### src/rtl/parity_tx_ctrl.sv
// Serial byte transmitter: start bit, 8 data bits LSB first, parity bit, stop bit.
// Each bit lasts CLKS_PER_BIT cycles. tx, busy and done come straight from flops.
module parity_tx_ctrl #(
    parameter int unsigned CLKS_PER_BIT = 4
) (
    input  logic        clk,
    input  logic        rst,
    input  logic [7:0]  in_data,
    input  logic        in_valid,
    input  logic        odd_sel,
    output logic        in_ready,
    output logic        tx,
    output logic        busy,
    output logic        done,
    output logic [15:0] frame_cnt
);

    localparam int unsigned DATA_W = 8;
    localparam int unsigned CNT_W  = 8;
    localparam int unsigned IDX_W  = 3;
    localparam int unsigned FCNT_W = 16;

    localparam logic [CNT_W-1:0] BIT_RELOAD = CNT_W'(CLKS_PER_BIT - 1);
    localparam logic [IDX_W-1:0] LAST_IDX   = IDX_W'(DATA_W - 1);

    typedef enum logic [2:0] {
        IDLE,
        START,
        DATA,
        PARITY,
        STOP
    } state_t;

    state_t              state_q, state_d;
    logic [CNT_W-1:0]    cnt_q, cnt_d;
    logic [IDX_W-1:0]    idx_q, idx_d;
    logic [DATA_W-1:0]   data_q;
    logic                parity_q;
    logic [FCNT_W-1:0]   frame_cnt_q;
    logic                tx_d, busy_d, done_d;
    logic                bit_end;
    logic                accept;

    assign in_ready  = (state_q == IDLE);
    assign accept    = in_valid && (state_q == IDLE);
    assign frame_cnt = frame_cnt_q;

    // Next state, bit timing and the next values of the registered outputs
    always_comb begin
        state_d = state_q;
        cnt_d   = cnt_q;
        idx_d   = idx_q;
        tx_d    = 1'b1;
        busy_d  = 1'b0;
        done_d  = 1'b0;
        bit_end = (cnt_q == '0);

        if (state_q != IDLE) begin
            cnt_d = bit_end ? BIT_RELOAD : cnt_q - CNT_W'(1);
        end

        case (state_q)
            IDLE: begin
                if (in_valid) begin
                    state_d = START;
                    cnt_d   = BIT_RELOAD;
                    idx_d   = '0;
                end
            end
            START: begin
                if (bit_end) state_d = DATA;
            end
            DATA: begin
                if (bit_end) begin
                    if (idx_q == LAST_IDX) begin
                        state_d = PARITY;
                        idx_d   = '0;
                    end else begin
                        idx_d = idx_q + IDX_W'(1);
                    end
                end
            end
            PARITY: begin
                if (bit_end) state_d = STOP;
            end
            STOP: begin
                if (bit_end) state_d = IDLE;
            end
            default: state_d = IDLE;
        endcase

        // Outputs follow the state being entered so they line up with it
        case (state_d)
            START:   tx_d = 1'b0;
            DATA:    tx_d = data_q[idx_d];
            PARITY:  tx_d = parity_q;
            default: tx_d = 1'b1;
        endcase
        busy_d = (state_d != IDLE);
        done_d = (state_d == STOP) && (cnt_d == '0);
    end

    // State, counters and registered outputs
    always_ff @(posedge clk) begin
        if (rst) begin
            state_q     <= IDLE;
            cnt_q       <= '0;
            idx_q       <= '0;
            data_q      <= '0;
            parity_q    <= 1'b0;
            frame_cnt_q <= '0;
            tx          <= 1'b1;
            busy        <= 1'b0;
            done        <= 1'b0;
        end else begin
            state_q <= state_d;
            cnt_q   <= cnt_d;
            idx_q   <= idx_d;
            tx      <= tx_d;
            busy    <= busy_d;
            done    <= done_d;
            if (accept) begin
                data_q   <= in_data;
                parity_q <= (^in_data) ^ odd_sel;
            end
            if (done_d) begin
                frame_cnt_q <= frame_cnt_q + FCNT_W'(1);
            end
        end
    end

endmodule

### config.mk
export PLATFORM = sky130hd
export DESIGN_NAME = parity_tx_ctrl
export DESIGN_NICKNAME = d
export VERILOG_FILES = /design/src/rtl/parity_tx_ctrl.sv
export SDC_FILE = /design/constraint.sdc
export NUM_CORES = 1
export LEC_CHECK = 0
export BUFFER_PORTS_ARGS = -buffer_cell sky130_fd_sc_hd__buf_2
export CORE_MARGIN = 2
export CORE_UTILIZATION = 35
export CTS_CLUSTER_DIAMETER = 50
export DETAILED_ROUTE_END_ITERATION = 12
export GPL_ROUTABILITY_DRIVEN = 0
export PLACE_DENSITY = 0.5
export REMOVE_ABC_BUFFERS = 1
export SLEW_MARGIN = 20
export SYNTH_ARGS = -nofsm -noshare
export SYNTH_HDL_FRONTEND = slang
export SYNTH_SLANG_ARGS = --single-unit
### constraint.sdc
create_clock -name clk -period 6.2 [get_ports clk]
set_input_delay 0.31 -clock clk [delete_from_list [all_inputs] [get_ports clk]]
set_output_delay 0.31 -clock clk [all_outputs]
set_load 0.01 [all_outputs]
==> impl_results.md <==
* Status: finished, final reports clean
* Critical Path RT at between 6000 and 7000 ps
* Number of flops mapped to enable cells by yosys at 0
* Final min period at roughly 3400 ps
* Combinational power share at about 43%
* Place WS at between 2000 and 3000 ps
* Die height at roughly 85 um
* N_diodes at 0
* Tot GR Track Use at 14.4%
* Antenna violations before repair at 0
* Initial DRC Count at about 120
* Core Util, Final at 40.2%
* Vias per Instance at ~5.1
* Final TNS setup at 0 ps
* Max H-tree Level at 2
* Final setup margin at between 2000 and 3000 ps
* Prevailing post-synth register cell: dfxtp_1
* RSZ-0062 raised after global routing: false
* Fin. Hold Viols at 0
* Slew @ Worst Pin at about 860 ps
* Pint at between 500 and 600 uW
* Clk pwr share at 19.2%
* Std-Cell Rows at 29
* Clk slew on worst S/H paths at approximately 90 ps
* DIE AREA at around 7200 sq um
* HP Class: primary input to flip-flop
* Layout cells sized above 1 at between 10% and 20%
* I/O pin total at 32
* Vias in the first global route at around 1,800
* Port Buffers at 31
* CTS Hold Buffers Added at 0
* CTS tree: yes
* Hpwl dp at approximately 3500 um
* Crit path launch type: flip-flop
* Starting density of the core at between 30% and 40%
* Root buffer cell: clkbuf_8
* Crit. End Element: flip-flop
* Core region area at ~6300 sq um
* CTS max path bufs at 2
* Sw Pwr at roughly 390 uW
* Placed cell count at 369
* Commonest non-fill, non-tap cell in the layout: dfxtp_1
* CP Data Arrival Time at 3580 ps
* Post-Syn Area at around 2300 sq um
* Vias at 1,919
* Async SR Flop Fraction at 0%
* Fin crit share at between 50% and 60%
* Routed wire length at approximately 5000 um
* Die W at about 85 um
* Drt first pass iters at 4
* WHS at about 260 ps
* Routed len/inst at around 13 um
* Post-CTS Resized at 0
* Sw Share at ~41%
* Layout fillers at 672
* Num CTS Buffers at 5
* Setup bufs post-CTS at 0
* Maximum vdd drop at 0.128 mV
* Synthesized instance count at between 200 and 300
* Clock Latency Late Sink at roughly 300 ps
* Max_slew headroom at between 40% and 50%
* Critical path class: flip-flop to flip-flop
* Fmax achieved at around 0.30 GHz
* Syn avg cell area at roughly 8.3 sq um
* Post-synthesis cell type count at 54
* Reg power frac at between 30% and 40%
* DRC viols at 0
* P&R area growth vs syn at 11.5%
* Commonest non-fill, non-tap cells in the layout: 42 x dfxtp_1, 33 x nand2_1, 31 x buf_2
* Seq/Total Area, Yosys at 36.7%
* Pwr dens at 367 nW/um^2
* Largest net degree at the start of global routing at 46
* Final Non-Filler Cells at between 300 and 400
* Yosys reg bits at 42
* First-pass GRT wire length at roughly 8500 um
* Slew Viols, Final at 0
* CP max FO at 12
* Grt ovf at 0
* LEAKAGE at slightly below 1 nW
* Worst clock skew at roughly 13 ps
* CTS sink count at 42
* Nets at approximately 320
* Ys Warns at 0
* Max Cap Viol at 0
* Final setup violating endpoints at 0
* Post-DRT Antenna Nets at 0
==> sequential cells by signal, summed over array words and instances (netlist names) <==
| register | count |
|---|---|
| busy | 1 |
| state_q | 3 |
| frame_cnt | 16 |
| idx_q | 3 |
| done | 1 |
| tx | 1 |
| data_q | 8 |
| parity_q | 1 |
| cnt_q | 8 |
==> routing by layer <==
metal	GRT usage, %	share of wire (%)	wire, um
met1	19.4	51	2500
met4	4.62	1.1	54
met2	23.0	44	2180
met3	3.02	4.0	198
met5	0	0	0
==> synth_stat cells (2+ instances only) <==
library cell,n,area share (%)
a21o_1,2,0.66
a21oi_1,22,4.8
a22oi_1,2,0.66
a31o_2,2,0.77
and2_1,3,0.82
and3_1,4,1.1
buf_2,3,0.66
buf_6,3,1.5
clkbuf_1,9,1.5
dfxtp_1,42,37
ha_1,4,2.2
inv_1,9,1.5
mux2_2,4,2.0
mux2i_1,3,1.3
nand2_1,33,5.4
nand2b_1,3,0.82
nand3_1,5,1.1
nand4_1,5,1.4
nor2_1,29,4.8
nor2b_1,3,0.82
nor3_1,18,3.9
nor3b_1,2,0.66
nor4_1,6,1.6
nor4b_2,2,1.3
o21a_1,2,0.66
o21ai_0,3,0.66
or3_1,2,0.55
xnor2_1,21,8.0
xor2_1,4,1.5
==> path summary, 6_finish.rpt <==
path	from	end	slack, ps	depth (start not counted)
setup / recovery	cnt_q[0]$_SDFF_PP0_	frame_cnt[10]$_SDFFE_PP0P_	2810	9
hold / removal	in_data[4]	data_q[4]$_SDFFE_PP0P_	260	3
setup reg to reg	cnt_q[0]$_SDFF_PP0_	frame_cnt[10]$_SDFFE_PP0P_	2810	9
hold reg to reg	data_q[5]$_SDFFE_PP0P_	data_q[5]$_SDFFE_PP0P_	450	2
==> kinds of logic (layout without fill, tap and decap cells) <==
kind of cell             count (synthesis)  after routing  synth area share, %
AO/OA/AOI/OAI                           44             44                 12.7
XOR/XNOR                                25             25                 9.57
multiplexers                             7              7                 3.28
flip-flops                              42             42                 36.7
AND/OR/NAND/NOR                        127            127                 29.4
buffers and inverters                   26             51                 6.12
adder cells (fa/ha/maj)                  4              4                 2.19
==> stage by stage <==
stage / power, mW / instance area, sq um
after CTS: 0.946 / 2550
final: 0.937 / 2550
after global routing: 1.01 / 2550
after detailed placement: 0.764 / 2460
after floorplan: 0.651 / 2200
after global placement: 0.770 / 2460
==> area by class of cell <==
type | count | area [sq um] | share of cell area [%]
Multi-Input combinational cell | 207 | 1310 | 51.2
Sequential cell | 42 | 841 | 32.9
Timing Repair Buffer | 33 | 170 | 6.67
Tap cell | 77 | 96.3 | 3.77
Clock buffer | 5 | 68.8 | 2.70
Inverter | 10 | 50.0 | 1.96
Clock inverter | 3 | 18.8 | 0.735
==> power groups by stage <==
stage,registers (mW),clock network (mW),logic (mW)
6_report,0.352,0.180,0.405
5_1_grt,0.361,0.195,0.459
4_1_cts,0.352,0.186,0.408
3_5_place_dp,0.358,0,0.405
3_3_place_gp,0.359,0,0.411
2_1_floorplan,0.349,0,0.301
==> worst max-delay path: stages, from the launching register on <==
cell	delay (ps)
dfxtp_1	410
inv_1	60
ha_1	210
nor4b_1	140
buf_4	180
a2111o_1	400
a222oi_1	360
nand4_1	620
nor4_1	530
mux2_2	370
Power figures use the tool's default switching activity.
